<file path="src/rtl/exe_mem_stage_if.sv">
// Execute-to-memory stage bundle: control/data from execute,
// registered results toward memory, and the condition-check port.
interface exe_mem_stage_if #(
   parameter int DATA_W = 32,
   parameter int CNT_W  = 32
);
   logic              freeze;
   logic              flush;
   logic              valid_in;
   logic              wb_en_in;
   logic              mem_r_en_in;
   logic              mem_w_en_in;
   logic              s_in;
   logic [DATA_W-1:0] alu_res_in;
   logic [DATA_W-1:0] val_rm_in;
   logic [3:0]        dest_in;
   logic [3:0]        nzcv_in;
   logic [3:0]        cond_in;

   logic              valid_out;
   logic              wb_en;
   logic              mem_r_en;
   logic              mem_w_en;
   logic [DATA_W-1:0] alu_res;
   logic [DATA_W-1:0] val_rm;
   logic [3:0]        dest;
   logic [3:0]        status;
   logic              c_to_alu;
   logic              cond_pass;
   logic [CNT_W-1:0]  retired;

   modport slave (
      input  freeze, flush, valid_in,
      input  wb_en_in, mem_r_en_in, mem_w_en_in,
      input  s_in, alu_res_in, val_rm_in,
      input  dest_in, nzcv_in, cond_in,
      output valid_out, wb_en, mem_r_en, mem_w_en,
      output alu_res, val_rm, dest, status,
      output c_to_alu, cond_pass, retired
   );

   modport master (
      output freeze, flush, valid_in,
      output wb_en_in, mem_r_en_in, mem_w_en_in,
      output s_in, alu_res_in, val_rm_in,
      output dest_in, nzcv_in, cond_in,
      input  valid_out, wb_en, mem_r_en, mem_w_en,
      input  alu_res, val_rm, dest, status,
      input  c_to_alu, cond_pass, retired
   );
endinterface

</file>
<file path="src/rtl/exe_mem_stage.sv">
// EXE/MEM pipeline register with status flags, condition
// check for decode and a retired-instruction counter.
module exe_mem_stage #(
   parameter int DATA_W = 32,
   parameter int CNT_W  = 32
) (
   input  logic           clk,
   input  logic           rst,
   exe_mem_stage_if.slave bus
);

   logic              valid_q;
   logic              wb_en_q;
   logic              mem_r_en_q;
   logic              mem_w_en_q;
   logic [DATA_W-1:0] alu_res_q;
   logic [DATA_W-1:0] val_rm_q;
   logic [3:0]        dest_q;
   logic [3:0]        status_q;
   logic [CNT_W-1:0]  retired_q;
   logic              status_we;

   assign status_we = bus.s_in & bus.valid_in
                    & ~bus.freeze & ~bus.flush;

   always_ff @(posedge clk) begin
      if (rst) begin
         valid_q    <= 1'b0;
         wb_en_q    <= 1'b0;
         mem_r_en_q <= 1'b0;
         mem_w_en_q <= 1'b0;
         alu_res_q  <= '0;
         val_rm_q   <= '0;
         dest_q     <= '0;
      end else if (bus.flush) begin
         valid_q    <= 1'b0;
         wb_en_q    <= 1'b0;
         mem_r_en_q <= 1'b0;
         mem_w_en_q <= 1'b0;
         alu_res_q  <= '0;
         val_rm_q   <= '0;
         dest_q     <= '0;
      end else if (!bus.freeze) begin
         // a bubble must never write, so gate controls here
         valid_q    <= bus.valid_in;
         wb_en_q    <= bus.wb_en_in & bus.valid_in;
         mem_r_en_q <= bus.mem_r_en_in & bus.valid_in;
         mem_w_en_q <= bus.mem_w_en_in & bus.valid_in;
         alu_res_q  <= bus.alu_res_in;
         val_rm_q   <= bus.val_rm_in;
         dest_q     <= bus.dest_in;
      end
   end

   always_ff @(posedge clk) begin
      if (rst) begin
         status_q <= '0;
      end else if (status_we) begin
         status_q <= bus.nzcv_in;
      end
   end

   // counts what leaves the stage, flushed or not
   always_ff @(posedge clk) begin
      if (rst) begin
         retired_q <= '0;
      end else if (valid_q && !bus.freeze) begin
         retired_q <= retired_q + 1'b1;
      end
   end

   logic n_f, z_f, c_f, v_f;
   logic pass;

   assign n_f = status_q[3];
   assign z_f = status_q[2];
   assign c_f = status_q[1];
   assign v_f = status_q[0];

   always_comb begin
      pass = 1'b0;
      unique case (bus.cond_in)
         4'b0000: pass = z_f;
         4'b0001: pass = ~z_f;
         4'b0010: pass = c_f;
         4'b0011: pass = ~c_f;
         4'b0100: pass = n_f;
         4'b0101: pass = ~n_f;
         4'b0110: pass = v_f;
         4'b0111: pass = ~v_f;
         4'b1000: pass = c_f & ~z_f;
         4'b1001: pass = ~c_f | z_f;
         4'b1010: pass = (n_f == v_f);
         4'b1011: pass = (n_f != v_f);
         4'b1100: pass = ~z_f & (n_f == v_f);
         4'b1101: pass = z_f | (n_f != v_f);
         4'b1110: pass = 1'b1;
         4'b1111: pass = 1'b0;
         default: pass = 1'b0;
      endcase
   end

   assign bus.valid_out = valid_q;
   assign bus.wb_en     = wb_en_q;
   assign bus.mem_r_en  = mem_r_en_q;
   assign bus.mem_w_en  = mem_w_en_q;
   assign bus.alu_res   = alu_res_q;
   assign bus.val_rm    = val_rm_q;
   assign bus.dest      = dest_q;
   assign bus.status    = status_q;
   assign bus.c_to_alu  = status_q[1];
   assign bus.cond_pass = pass;
   assign bus.retired   = retired_q;

endmodule

</file>
<file path="src/flat_wrapper.sv">
// flat-port wrapper written by rule: the top's interface ports become plain ports
module exe_mem_stage_flat 
#(
   parameter int DATA_W = 32,
   parameter int CNT_W  = 32
)
  (clk, rst, bus_freeze, bus_flush, bus_valid_in, bus_wb_en_in, bus_mem_r_en_in, bus_mem_w_en_in, bus_s_in, bus_alu_res_in, bus_val_rm_in, bus_dest_in, bus_nzcv_in, bus_cond_in, bus_valid_out, bus_wb_en, bus_mem_r_en, bus_mem_w_en, bus_alu_res, bus_val_rm, bus_dest, bus_status, bus_c_to_alu, bus_cond_pass, bus_retired);
  exe_mem_stage_if #(.DATA_W(DATA_W), .CNT_W(CNT_W)) bus_i ();
  input  logic clk;
  input  logic rst;
  input wire logic [$bits(bus_i.freeze)-1:0] bus_freeze;
  input wire logic [$bits(bus_i.flush)-1:0] bus_flush;
  input wire logic [$bits(bus_i.valid_in)-1:0] bus_valid_in;
  input wire logic [$bits(bus_i.wb_en_in)-1:0] bus_wb_en_in;
  input wire logic [$bits(bus_i.mem_r_en_in)-1:0] bus_mem_r_en_in;
  input wire logic [$bits(bus_i.mem_w_en_in)-1:0] bus_mem_w_en_in;
  input wire logic [$bits(bus_i.s_in)-1:0] bus_s_in;
  input wire logic [$bits(bus_i.alu_res_in)-1:0] bus_alu_res_in;
  input wire logic [$bits(bus_i.val_rm_in)-1:0] bus_val_rm_in;
  input wire logic [$bits(bus_i.dest_in)-1:0] bus_dest_in;
  input wire logic [$bits(bus_i.nzcv_in)-1:0] bus_nzcv_in;
  input wire logic [$bits(bus_i.cond_in)-1:0] bus_cond_in;
  output wire logic [$bits(bus_i.valid_out)-1:0] bus_valid_out;
  output wire logic [$bits(bus_i.wb_en)-1:0] bus_wb_en;
  output wire logic [$bits(bus_i.mem_r_en)-1:0] bus_mem_r_en;
  output wire logic [$bits(bus_i.mem_w_en)-1:0] bus_mem_w_en;
  output wire logic [$bits(bus_i.alu_res)-1:0] bus_alu_res;
  output wire logic [$bits(bus_i.val_rm)-1:0] bus_val_rm;
  output wire logic [$bits(bus_i.dest)-1:0] bus_dest;
  output wire logic [$bits(bus_i.status)-1:0] bus_status;
  output wire logic [$bits(bus_i.c_to_alu)-1:0] bus_c_to_alu;
  output wire logic [$bits(bus_i.cond_pass)-1:0] bus_cond_pass;
  output wire logic [$bits(bus_i.retired)-1:0] bus_retired;
  assign bus_i.freeze = bus_freeze;
  assign bus_i.flush = bus_flush;
  assign bus_i.valid_in = bus_valid_in;
  assign bus_i.wb_en_in = bus_wb_en_in;
  assign bus_i.mem_r_en_in = bus_mem_r_en_in;
  assign bus_i.mem_w_en_in = bus_mem_w_en_in;
  assign bus_i.s_in = bus_s_in;
  assign bus_i.alu_res_in = bus_alu_res_in;
  assign bus_i.val_rm_in = bus_val_rm_in;
  assign bus_i.dest_in = bus_dest_in;
  assign bus_i.nzcv_in = bus_nzcv_in;
  assign bus_i.cond_in = bus_cond_in;
  assign bus_valid_out = bus_i.valid_out;
  assign bus_wb_en = bus_i.wb_en;
  assign bus_mem_r_en = bus_i.mem_r_en;
  assign bus_mem_w_en = bus_i.mem_w_en;
  assign bus_alu_res = bus_i.alu_res;
  assign bus_val_rm = bus_i.val_rm;
  assign bus_dest = bus_i.dest;
  assign bus_status = bus_i.status;
  assign bus_c_to_alu = bus_i.c_to_alu;
  assign bus_cond_pass = bus_i.cond_pass;
  assign bus_retired = bus_i.retired;
  exe_mem_stage #(.DATA_W(DATA_W), .CNT_W(CNT_W)) u_core (.clk(clk), .rst(rst), .bus(bus_i));
endmodule
</file>
<file path="config.mk">
export PLATFORM = sky130hd
export DESIGN_NAME = exe_mem_stage_flat
export DESIGN_NICKNAME = d
export VERILOG_FILES = /design/src/rtl/exe_mem_stage_if.sv /design/src/rtl/exe_mem_stage.sv /design/src/flat_wrapper.sv
export SDC_FILE = /design/constraint.sdc
export NUM_CORES = 1
export LEC_CHECK = 0
export ABC_AREA = 1
export CORE_MARGIN = 2
export CORE_UTILIZATION = 40
export CTS_CLUSTER_DIAMETER = 120
export DETAILED_ROUTE_END_ITERATION = 10
export PLACE_DENSITY = 0.74
export SLEW_MARGIN = 20
export SYNTH_ARGS = -nofsm -noshare
export SYNTH_HDL_FRONTEND = slang
export SYNTH_SLANG_ARGS = --single-unit
export TNS_END_PERCENT = 30
</file>
<file path="constraint.sdc">
create_clock -name clk -period 1.8 [get_ports clk]
set_input_delay 0.54 -clock clk [delete_from_list [all_inputs] [get_ports clk]]
set_output_delay 0.54 -clock clk [all_outputs]
set_load 0.05 [all_outputs]
</file>
==> impl_metrics.yaml <==
run_status:
  status: "finished with violations"
  violations: "negative setup slack"
logic_synthesis:
  synth_enable_flop_cells: 0
  syn_area_um2: 4530
  syn-instance-count: 647
  synth_top_area_cell: "dfxtp_1"
  synth_cell_type_count: 31
  synthTopCellsByArea: "dfxtp_1 (48%), nand2_1 (19%), a21oi_1 (9.9%)"
  async_flop_share_pct: 0
  synth.avg_cell_area_um2: 7.01
  synthFlopType: "dfxtp_1"
  post-synth-top-count-cell: "nand2_1"
  ys_warn_count: 0
  ys_ff_latch: 108
  yosysSeqAreaShare_pct: 47.7
  yosys-top-cells-count: "nand2_1 (232), dfxtp_1 (108), a21oi_1 (90)"
  synth_fp_nets: 733
  synth_top_area_share_pct: 47.7
grt:
  grt_pass1_wl_mm: 22.5
  antenna_found_initial: 0
  grt_overflow: 0
  grt_start_max_net_pins: 73
  track_usage_pct: 22.2
  grt_pass1_vias: 4876
timing:
  tightest_slew_ns: 0.709
  rsz0062_at_grt: "true"
  slew_headroom_pct: 52.7
  period_share_pct: 122
  fin_crit_ns: 2.20
  setup_slack_ns: -0.396
  fmax_mhz: 455
  slew_violations: 0
  setup_violations: 1
  hold_violations: 0
  tns_ns: -0.396
  skew_ns: 0.00314
critical_path:
  critPathLaunch: "bus_cond_in[0]"
  critPathLaunchType: "input pin"
  rr_endpoint: "u_core.bus.retired[26]"
  worstPathMaxFanout: 4
  arrival_ns: 1.66
  required_ns: 1.26
  timing.rr.start: "u_core.bus.retired[0]"
  rr_worst_depth: 8
  r2r_slack_ns: 0.18
  cp-end-kind: "output port"
  crit_type: "input pin to output port"
clock_tree:
  cts_max_level: 3
  clockBufferDepth: 2
  numCtsBuffers: 9
  clockRootBuffer: "clkbuf_16"
  clk_latency_ns: 0.34
  cts.sinks: 108
  clk_pin_slew_ns: 0.07
  cts-hold-fix-buffers: 0
  tritoncts: "yes"
place:
  dpl.cell_count: 972
  gp_congestion: 0.879
  io_buffer_count: 194
  dpl.hpwl_mm: 10.3
floorplanning:
  die_w_um: 110
  rows: 38
  die_h_um: 110
  ios: 195
  start_util_pct: 41.5
  core-area_um2: 10900
  fp.dieArea_um2: 12200
drt:
  drt_iter0_markers: 151
  drt_wl_total_mm: 13.8
  first_pass_iters: 4
  wire_per_inst_um: 13.9
  vias: 4962
  drc_errors: 0
  ant_nets: 0
  via_per_inst: 5.00
power_and_ir_drop:
  vdd_ir_drop_max_uv: 548
  power_leakage_nw: 3.00
  pwr_density_cell_nw_per_um2: 734
layout:
  syn_to_final_growth_pct: 61.0
  diodes: 0
  seq_area_um2: 2170
  layout-drive-gt1-share_pct: 22.4
  fillers: 915
  fin_cells: 992
  fin_nets: 934
  multi_input_area_um2: 2120
worst_hold_path:
  hold_end: "u_core.bus.val_rm[13]"
  hold_class: "flop to flop"
  hp-start: "u_core.bus.val_rm[13]"
  whs_path_depth: 2
run:
  maxCapViolCount: 0
==> stage by stage <==
stage	util (%)	power [mW]	hold WS (ns)	instance area, um2	setup slack, ns
after global placement	63.1	3.27	0.447	6900	-0.595
after detailed placement	63.1	3.29	0.456	6900	-0.668
after CTS	66.4	5.38	0.466	7260	-0.291
final	66.7	5.36	0.466	7300	-0.396
after floorplan	-	2.92	0.576	4550	-0.0737
after global routing	66.7	5.56	0.487	7300	-0.431
==> cell usage in the layout, fill, tap and decap left out, types with 3 or more instances in the layout <==
cell / n
a21oi_1: 90
buf_12: 39
buf_2: 3
buf_4: 94
clkbuf_16: 9
clkdlybuf4s50_1: 79
dfxtp_1: 102
dfxtp_2: 5
inv_1: 47
inv_2: 6
nand2_1: 225
nand2_2: 7
nand3_1: 20
nand4_1: 9
nor2_1: 48
nor2_2: 10
nor2_4: 3
nor3_1: 7
o21ai_0: 13
xor2_1: 4
==> worst max-delay path: stages <==
cell      delay, ns
buf_2          0.13
inv_2          0.07
buf_4          0.11
nor2_2         0.05
o211ai_1       0.19
o211ai_1       0.13
nor2_2         0.17
nand3_4        0.10
buf_12         0.16
==> where the power goes <==
| part | internal [mW] | switching (mW) | leakage (nW) |
|---|---|---|---|
| clock | 1.25 | 0.851 | 0.156 |
| sequential | 2.44 | 0.0378 | 0.880 |
| combinational | 0.335 | 0.443 | 1.97 |
| total | 4.03 | 1.33 | 3.00 |
==> cell type report <==
class	count	share of cell area [%]
timing repair buffer	217	31.7
clock inverter	4	1.01
inverter	54	2.85
tap	140	2.40
sequential	108	29.8
multi-input combinational	458	29.0
clock buffer	11	3.33
==> flip-flops by register name, indices dropped and copies added, names as in the netlist <==
name                  count
u_core.bus.alu_res       32
u_core.bus.retired       32
u_core.bus.val_rm        32
u_core.bus.dest           4
u_core.bus.status         4
u_core.bus.mem_r_en       1
u_core.bus.mem_w_en       1
u_core.bus.valid_out      1
u_core.bus.wb_en          1
==> logic make-up after synthesis <==
family / after synthesis / share of synthesized area [%]
AOI/OAI and AO/OA: 111 / 12.6
xor gates and xnor gates: 4 / 0.773
adders and majority gates: 1 / 0.276
buffers and inverters: 81 / 7.04
DFF: 108 / 47.7
and+or+nand+nor: 342 / 31.7
==> worst max-delay path by stage <==
stage,endpoint,cells after the start
detailed placement,bus_cond_pass,11
global route,bus_cond_pass,11
CTS,bus_cond_pass,10
finish,bus_cond_pass,9
global placement,bus_cond_pass,11
floorplan,bus_cond_pass,9
==> routing by layer <==
| metal | part of all wire, % | wire [um] | global-route usage [%] |
|---|---|---|---|
| met5 | 0 | 0 | 0 |
| met4 | 2.7 | 368 | 8.67 |
| met3 | 8.5 | 1160 | 7.90 |
| met2 | 50 | 6920 | 40.1 |
| met1 | 39 | 5310 | 23.4 |
==> timing repair <==
action | 4_1_cts | 5_1_grt
gates resized for setup | 28 | 8
hold endpoints to repair | 0 | 0
pin swaps | 10 | 4
buffers inserted | 4 | 1
endpoints found under the setup margin | 1 | 6
Note: power is estimated with default switching activity, not from simulation.
